[config.mk]
export PLATFORM = sky130hd
export DESIGN_NAME = automorph_unit_flat
export DESIGN_NICKNAME = d
export VERILOG_FILES = /design/src/rtl/automorph_if.sv /design/src/rtl/automorph_unit.sv /design/src/flat_wrapper.sv
export SDC_FILE = /design/constraint.sdc
export NUM_CORES = 2
export LEC_CHECK = 0
export CAP_MARGIN = 20
export CORE_MARGIN = 1.5
export CORE_UTILIZATION = 52
export DETAILED_ROUTE_END_ITERATION = 10
export GPL_ROUTABILITY_DRIVEN = 1
export GPL_TIMING_DRIVEN = 1
export PLACE_DENSITY_LB_ADDON = 0.3
export SETUP_SLACK_MARGIN = 0.15
export SYNTH_ARGS = -nofsm -noshare
export SYNTH_HDL_FRONTEND = slang
export SYNTH_SLANG_ARGS = --single-unit
[constraint.sdc]
create_clock -name clk -period 10 [get_ports clk]
set_clock_uncertainty 0.1 [all_clocks]
set_input_delay 1.5 -clock clk [delete_from_list [all_inputs] [get_ports clk]]
set_output_delay 1.5 -clock clk [all_outputs]
set_load 0.02 [all_outputs]
[src/rtl/automorph_if.sv]
// FIFO-side bus of automorph_unit: input line read port and lane-banked output write port.
interface automorph_if #(
  parameter int unsigned BIT_WIDTH  = 54,
  parameter int unsigned LINE_SIZE  = 4,
  parameter int unsigned ADDR_WIDTH = 9
);
  logic                            in_empty;
  logic [ADDR_WIDTH-1:0]           in_addr;
  logic [BIT_WIDTH*LINE_SIZE-1:0]  in_data;
  logic                            in_rd_finish;
  logic                            out_full;
  logic [LINE_SIZE-1:0]            out_wen;
  logic [ADDR_WIDTH*LINE_SIZE-1:0] out_addr;
  logic [BIT_WIDTH*LINE_SIZE-1:0]  out_data;
  logic                            out_wr_finish;

  modport master (
    input  in_empty, in_data, out_full,
    output in_addr, in_rd_finish, out_wen, out_addr, out_data, out_wr_finish
  );

  modport slave (
    output in_empty, in_data, out_full,
    input  in_addr, in_rd_finish, out_wen, out_addr, out_data, out_wr_finish
  );
endinterface

[src/rtl/automorph_unit.sv]
// automorph_unit: applies X -> X^k (k odd, runtime) to NUM_POLY RLWE polynomials per start.
// Optional macro AUTOMORPH_IDX_CHECK_EN: reject even k with an err pulse instead of processing it.
module automorph_unit #(
  parameter int unsigned BIT_WIDTH  = 54,
  parameter int unsigned LINE_SIZE  = 4,
  parameter int unsigned LOG2_N_MAX = 11,
  parameter int unsigned NUM_POLY   = 2,
  parameter int unsigned ADDR_WIDTH = LOG2_N_MAX - $clog2(LINE_SIZE)
) (
  input  logic                  clk,
  input  logic                  rstn,
  input  logic                  start,
  input  logic [BIT_WIDTH-1:0]  q,
  input  logic [4:0]            log2_len,
  input  logic [LOG2_N_MAX:0]   auto_idx,
  output logic                  busy,
  output logic                  done,
  output logic                  err,
  automorph_if.master           fifo
);
  localparam int unsigned LL  = $clog2(LINE_SIZE);
  localparam int unsigned IW  = LOG2_N_MAX + 1;
  localparam int unsigned PCW = $clog2(NUM_POLY + 1);

  typedef enum logic [2:0] {IDLE, WAIT, READ, DRAIN, FIN} state_t;

  state_t          state;
  logic [IW-1:0]   k_r;
  logic [4:0]      len_r;
  logic [PCW-1:0]  poly_cnt;
  logic            drain_cnt;
  logic [IW-1:0]   acc;
  logic            s1_vld;
  logic            s1_last;
  logic [IW-1:0]   s1_acc;
  logic            idx_ok;

  logic [IW-1:0]         n_bit;
  logic [IW-1:0]         n_m1;
  logic [IW-1:0]         mask2n;
  logic [IW-1:0]         step;
  logic [ADDR_WIDTH-1:0] last_line;

  logic [IW-1:0]         lane_off  [LINE_SIZE];
  logic [BIT_WIDTH-1:0]  src_val   [LINE_SIZE];
  logic [IW-1:0]         src_pos   [LINE_SIZE];
  logic [BIT_WIDTH-1:0]  lane_data [LINE_SIZE];
  logic [ADDR_WIDTH-1:0] lane_addr [LINE_SIZE];

`ifdef AUTOMORPH_IDX_CHECK_EN
  assign idx_ok = auto_idx[0];
`else
  assign idx_ok = 1'b1;
`endif

  // Length-derived constants; all index arithmetic is mod 2N via mask2n.
  always_comb begin
    n_bit     = IW'(1) << len_r;
    n_m1      = n_bit - IW'(1);
    mask2n    = {n_m1[IW-2:0], 1'b1};
    step      = (k_r << LL) & mask2n;
    last_line = ADDR_WIDTH'((n_bit >> LL) - IW'(1));
  end

  // Per-lane source exponent, negation and destination for the line in stage 1.
  always_comb begin
    for (int unsigned i = 0; i < LINE_SIZE; i++) begin
      logic [IW-1:0]        d;
      logic [BIT_WIDTH-1:0] c;
      lane_off[i] = IW'(IW'(i) * k_r);
      d           = (s1_acc + lane_off[i]) & mask2n;
      c           = fifo.in_data[i*BIT_WIDTH +: BIT_WIDTH];
      src_pos[i]  = d & n_m1;
      src_val[i]  = ((d & n_bit) != '0 && c != '0) ? q - c : c;
    end
  end

  // Route each source lane to its destination lane (distinct for odd k).
  always_comb begin
    for (int unsigned o = 0; o < LINE_SIZE; o++) begin
      lane_data[o] = '0;
      lane_addr[o] = '0;
      for (int unsigned i = 0; i < LINE_SIZE; i++) begin
        if (src_pos[i][LL-1:0] == LL'(o)) begin
          lane_data[o] = src_val[i];
          lane_addr[o] = ADDR_WIDTH'(src_pos[i] >> LL);
        end
      end
    end
  end

  // Control FSM: start acceptance, line address sequencing, per-polynomial bookkeeping.
  always_ff @(posedge clk or negedge rstn) begin
    if (!rstn) begin
      state              <= IDLE;
      busy               <= 1'b0;
      done               <= 1'b0;
      err                <= 1'b0;
      k_r                <= '0;
      len_r              <= '0;
      poly_cnt           <= '0;
      drain_cnt          <= 1'b0;
      acc                <= '0;
      fifo.in_addr       <= '0;
      fifo.out_wr_finish <= 1'b0;
    end else begin
      done               <= 1'b0;
      err                <= 1'b0;
      fifo.out_wr_finish <= 1'b0;
      unique case (state)
        IDLE: begin
          if (start && idx_ok) begin
            state    <= WAIT;
            busy     <= 1'b1;
            k_r      <= auto_idx;
            len_r    <= log2_len;
            poly_cnt <= '0;
          end else if (start) begin
            err <= 1'b1;
          end
        end
        WAIT: begin
          if (!fifo.in_empty && !fifo.out_full) begin
            state        <= READ;
            fifo.in_addr <= '0;
            acc          <= '0;
          end
        end
        READ: begin
          acc <= (acc + step) & mask2n;
          if (fifo.in_addr == last_line) begin
            state     <= DRAIN;
            drain_cnt <= 1'b0;
          end else begin
            fifo.in_addr <= fifo.in_addr + ADDR_WIDTH'(1);
          end
        end
        DRAIN: begin
          drain_cnt <= 1'b1;
          if (drain_cnt) begin
            state              <= FIN;
            fifo.out_wr_finish <= 1'b1;
          end
        end
        FIN: begin
          if (poly_cnt == PCW'(NUM_POLY - 1)) begin
            state    <= IDLE;
            busy     <= 1'b0;
            done     <= 1'b1;
            poly_cnt <= '0;
          end else begin
            state    <= WAIT;
            poly_cnt <= poly_cnt + PCW'(1);
          end
        end
        default: state <= IDLE;
      endcase
    end
  end

  // Data pipeline: stage 1 tracks the line whose data returns now, stage 2 registers the writes.
  always_ff @(posedge clk or negedge rstn) begin
    if (!rstn) begin
      s1_vld            <= 1'b0;
      s1_last           <= 1'b0;
      s1_acc            <= '0;
      fifo.out_wen      <= '0;
      fifo.out_addr     <= '0;
      fifo.out_data     <= '0;
      fifo.in_rd_finish <= 1'b0;
    end else begin
      s1_vld            <= (state == READ);
      s1_last           <= (state == READ) && (fifo.in_addr == last_line);
      s1_acc            <= acc;
      fifo.out_wen      <= {LINE_SIZE{s1_vld}};
      fifo.in_rd_finish <= s1_vld && s1_last;
      for (int unsigned o = 0; o < LINE_SIZE; o++) begin
        fifo.out_data[o*BIT_WIDTH +: BIT_WIDTH]   <= s1_vld ? lane_data[o] : '0;
        fifo.out_addr[o*ADDR_WIDTH +: ADDR_WIDTH] <= s1_vld ? lane_addr[o] : '0;
      end
    end
  end
endmodule

[src/flat_wrapper.sv]
// flat-port wrapper written by rule: the top's interface ports become plain ports
module automorph_unit_flat 
#(
  parameter int unsigned BIT_WIDTH  = 54,
  parameter int unsigned LINE_SIZE  = 4,
  parameter int unsigned LOG2_N_MAX = 11,
  parameter int unsigned NUM_POLY   = 2,
  parameter int unsigned ADDR_WIDTH = LOG2_N_MAX - $clog2(LINE_SIZE)
)
  (clk, rstn, start, q, log2_len, auto_idx, busy, done, err, fifo_in_empty, fifo_in_data, fifo_out_full, fifo_in_addr, fifo_in_rd_finish, fifo_out_wen, fifo_out_addr, fifo_out_data, fifo_out_wr_finish);
  automorph_if #(.BIT_WIDTH(BIT_WIDTH), .LINE_SIZE(LINE_SIZE), .ADDR_WIDTH(ADDR_WIDTH)) fifo_i ();
  input  logic clk;
  input  logic rstn;
  input  logic start;
  input  logic [BIT_WIDTH-1:0] q;
  input  logic [4:0] log2_len;
  input  logic [LOG2_N_MAX:0] auto_idx;
  output logic busy;
  output logic done;
  output logic err;
  input wire logic [$bits(fifo_i.in_empty)-1:0] fifo_in_empty;
  input wire logic [$bits(fifo_i.in_data)-1:0] fifo_in_data;
  input wire logic [$bits(fifo_i.out_full)-1:0] fifo_out_full;
  output wire logic [$bits(fifo_i.in_addr)-1:0] fifo_in_addr;
  output wire logic [$bits(fifo_i.in_rd_finish)-1:0] fifo_in_rd_finish;
  output wire logic [$bits(fifo_i.out_wen)-1:0] fifo_out_wen;
  output wire logic [$bits(fifo_i.out_addr)-1:0] fifo_out_addr;
  output wire logic [$bits(fifo_i.out_data)-1:0] fifo_out_data;
  output wire logic [$bits(fifo_i.out_wr_finish)-1:0] fifo_out_wr_finish;
  assign fifo_i.in_empty = fifo_in_empty;
  assign fifo_i.in_data = fifo_in_data;
  assign fifo_i.out_full = fifo_out_full;
  assign fifo_in_addr = fifo_i.in_addr;
  assign fifo_in_rd_finish = fifo_i.in_rd_finish;
  assign fifo_out_wen = fifo_i.out_wen;
  assign fifo_out_addr = fifo_i.out_addr;
  assign fifo_out_data = fifo_i.out_data;
  assign fifo_out_wr_finish = fifo_i.out_wr_finish;
  automorph_unit #(.BIT_WIDTH(BIT_WIDTH), .LINE_SIZE(LINE_SIZE), .LOG2_N_MAX(LOG2_N_MAX), .NUM_POLY(NUM_POLY), .ADDR_WIDTH(ADDR_WIDTH)) u_core (.clk(clk), .rstn(rstn), .start(start), .q(q), .log2_len(log2_len), .auto_idx(auto_idx), .busy(busy), .done(done), .err(err), .fifo(fifo_i));
endmodule
==> results.cfg <==
[layout]
syn_to_final_growth_pct = 21.8
drive_above_1_share_pct = 3.90
nNetsFinal = 5309
design_area_um2 = 40400
stdcell_count = 5618

[worst_setup_path]
r2r-end = u_core.fifo.out_data[53]
cp_common_cell = nand2_1
crit_path_start_kind = register
r2r_cells = 15
r2r_setup_slack_ns = 3.12
critPathMaxStageDelay_ns = 0.93
crit_path_top_delay_cell = nor4_1
cp.required_ns = 10.34
crit_path_end_kind = register
crit_type = register to register
crit_arrival_ns = 7.21
path_max_fanout = 50
crit-reg2reg-launch = u_core.len_r[4]
crit_path_cell_trace = nor2_1 -> nand2_1 -> ha_1 -> nand2_1 -> nor4_1 -> a221o_1 -> o31ai_4 -> buf_4 -> inv_1 -> buf_4 -> nand2_1 -> mux2i_1 -> xor2_1 -> a221oi_1 -> a2111oi_0

[yosys]
yosys.area_share.simple_pct = 19.2
yosysWarnings = 0
synthMuxAreaShare_pct = 3.12
synth_area_um2 = 33200
netlist.area_leader.share_pct = 23.6
yosysTopAreaCell = dfrtp_1
yosys-top-cells-area = dfrtp_1 (24%), ha_1 (9.6%), a21oi_1 (6.7%)
synth-compound-area-share_pct = 30.9
yosysSeqAreaShare_pct = 23.6
synth_fp_nets = 4920
ys_types = 91
synth_edf_count = 0
synth-seq-cells = 313
yosys.area_share.adder_pct = 10.6
synth-xor-area-share_pct = 6.07
syn_area_per_cell_um2 = 7.62
synth_ff_type = dfrtp_1
synth_top_family_by_area = compound AO/OA/AOI/OAI gates
synthCells = 4357
synthArstFlopShare_pct = 100

[timing]
rsz0062_at_grt = no
post-route-period-util_pct = 68.8
setup_tns_ns = 0
finalHoldViolations = 0
setup_slack_ns = 3.12
finalSetupViolCount = 0
slew_violations = 0
fin_crit_ns = 6.88
slew_headroom_pct = 11.8
fmax_mhz = 145
tightest_slew_ns = 1.31

[placement]
dp_hpwl_um = 137000
io_buffer_count = 560
place_inst = 5554
dpl_cell_area_um2 = 39300
preCtsSetupSlack_ns = 3.63
gp_congestion = 1.16

[floorplanning]
rows = 92
die_y_um = 256
start_util_pct = 52.6
pin_count = 562
core_um2 = 63100
chipWidth_um = 256
die_area_um2 = 65400

[clocking]
clk_latency_ns = 0.60
cts_buffers = 29
root_buffer = clkbuf_16
post_cts.repair.setup_buffers = 0
cts_tree = done
clk_pin_slew_ns = 0.07
htreeDepth = 1
ctsResizeCount = 0
clock-sinks = 313
cts_buffer_depth = 3
ctsHoldBuffers = 0

[route]
initialDrtViolationCount = 6010
wl_per_cell_um = 31.6
routed_wl_um = 178000
top_layer = met5
firstDrtPassIters = 10
final_antenna_net_count = 0
dr_total_vias = 39400
wl_met1_um = 60900
route.met2.wl_um = 70700
wl_met3_um = 24300
via_per_inst = 7.02
drcViolationCount = 0

[run_status]
status = complete, no violations

[worst_hold_path]
whs_path_depth = 0
min-delay-start = u_core.acc[1]
whs_endpoint = u_core.s1_acc[1]
hold_path_class = register to register

[power_and_ir_drop]
p_leak_nw = 17.6
design_power_total_mw = 14.2
vdd_drop_max_uv = 291
p_per_area_nw_per_um2 = 352

[global_routing]
grt_max_degree = 101
grt_use_total_pct = 52.3
antenna_found_initial = 7
grt_pass1_vias = 36700
grt_pass1_wl_um = 252000
grt.overflow.total = 0

[job]
max-cap-violations = 0
## power by group
| group | internal [mW] | switching [mW] | total [mW] |
|---|---|---|---|
| sequential | 1.55 | 0.446 | 2.00 |
| combinational | 3.30 | 7.64 | 10.9 |
| clock | 0.717 | 0.555 | 1.27 |
| total | 5.57 | 8.64 | 14.2 |
## critical path, delay by kind of cell, from the launching register on
| kind | cells | cell delay, ns |
|---|---|---|
| AO/OA/AOI/OAI | 4 | 1.38 |
| flip-flops | 1 | 0.73 |
| adder cells (fa/ha/maj) | 1 | 0.42 |
| XOR/XNOR | 1 | 0.87 |
| AND/OR/NAND/NOR | 5 | 1.97 |
| multiplexers | 1 | 0.19 |
| buffers and inverters | 3 | 1.00 |
## cell usage in the layout (no fill, tap or decap), types with 16 or more instances in the layout
cell type / instances
inv_1: 298
o21bai_1: 51
a21oi_1: 447
a211oi_1: 58
o221ai_1: 52
nand2_1: 321
o21a_1: 51
o211ai_1: 66
mux2_2: 27
a31oi_1: 47
clkbuf_16: 29
or3_1: 24
nand4_1: 66
a21o_1: 119
and4_1: 16
xor2_1: 92
o31ai_1: 22
a221oi_1: 37
o22ai_1: 87
xnor2_1: 138
clkdlybuf4s50_1: 559
nand2b_1: 30
buf_4: 46
and3_1: 44
o21ai_0: 217
nor3_1: 74
nor4_1: 72
ha_1: 255
mux2i_1: 73
a221o_1: 16
dfrtp_1: 312
fa_1: 16
o22a_1: 67
nand3_1: 105
and2_1: 34
nor2_1: 452
a22oi_1: 20
nor2b_1: 42
## flip-flops by register name, summed over array words and instances (netlist names)
signal,count
u_core.acc,11
u_core.busy,1
u_core.done,1
u_core.drain_cnt,1
u_core.fifo.in_addr,9
u_core.fifo.in_rd_finish,1
u_core.fifo.out_addr,36
u_core.fifo.out_data,216
u_core.fifo.out_wen,1
u_core.fifo.out_wr_finish,1
u_core.k_r,12
u_core.len_r,5
u_core.poly_cnt,2
u_core.s1_acc,11
u_core.s1_last,1
u_core.s1_vld,1
u_core.state,3
## cell families (layout without fill, tap and decap cells)
| logic type | count (synthesis) | in the layout |
|---|---|---|
| AOI/OAI and AO/OA | 1542 | 1542 |
| and+or+nand+nor | 1345 | 1345 |
| buffers and inverters | 555 | 967 |
| DFF | 313 | 313 |
| adders and majority gates | 271 | 271 |
| xor gates and xnor gates | 230 | 230 |
| muxes | 100 | 100 |
| other | 1 | 4 |
## metal layers
| metal | GRT usage [%] | up-vias |
|---|---|---|
| met2 | 75.2 | 3362 |
| met5 | 0.146 | - |
| met4 | 49.3 | 10 |
| li1 | - | 16800 |
| met3 | 17.2 | 924 |
| met1 | 61.2 | 18300 |
## layout make-up
class	instances	area, um2
antenna	3	7.51
clock buffer	37	826
clock inverter	17	239
fill	5535	22700
inverter	299	1120
multi-input combinational	3489	23300
sequential	313	7830
tap	846	1060
timing repair buffer	614	6050
## worst max path at each step
stage	start	slack [ns]	endpoint
6_report	u_core.len_r[4]	3.12	u_core.fifo.out_data[53]
5_1_grt	u_core.len_r[1]	2.96	u_core.fifo.out_data[53]
4_1_cts	u_core.len_r[1]	3.81	u_core.fifo.out_data[110]
3_5_place_dp	fifo_in_data[46]	3.63	u_core.fifo.out_data[53]
3_3_place_gp	fifo_in_data[46]	2.93	u_core.fifo.out_data[52]
2_1_floorplan	q[0]	5.34	u_core.fifo.out_data[28]
## through the flow
step           utilization, %  hold slack [ns]
3_5_place_dp             62.2            0.264
3_3_place_gp             62.2            0.254
5_1_grt                  64.1            0.292
2_1_floorplan               -            0.246
4_1_cts                  63.9            0.279
6_report                 64.1            0.277
## synthesized netlist by cell type, types with 37 or more instances
cell and number:
a31oi_1 48, o22a_1 67, xor2_1 92, a221oi_1 37, o21bai_1 51, a21o_1 119, mux2i_1 73, o211ai_1 66
dfrtp_1 313, o21ai_0 218, nor4_1 74, nor2_1 452, nand4_1 66, o22ai_1 87, ha_1 255, a21oi_1 447
a211oi_1 58, nand3_1 105, nor3_1 74, nand2_1 324, clkbuf_1 204, nor2b_1 42, xnor2_1 138, o21a_1 52
and3_1 44, inv_1 298, o221ai_1 52
Power figures use the tool's default switching activity.
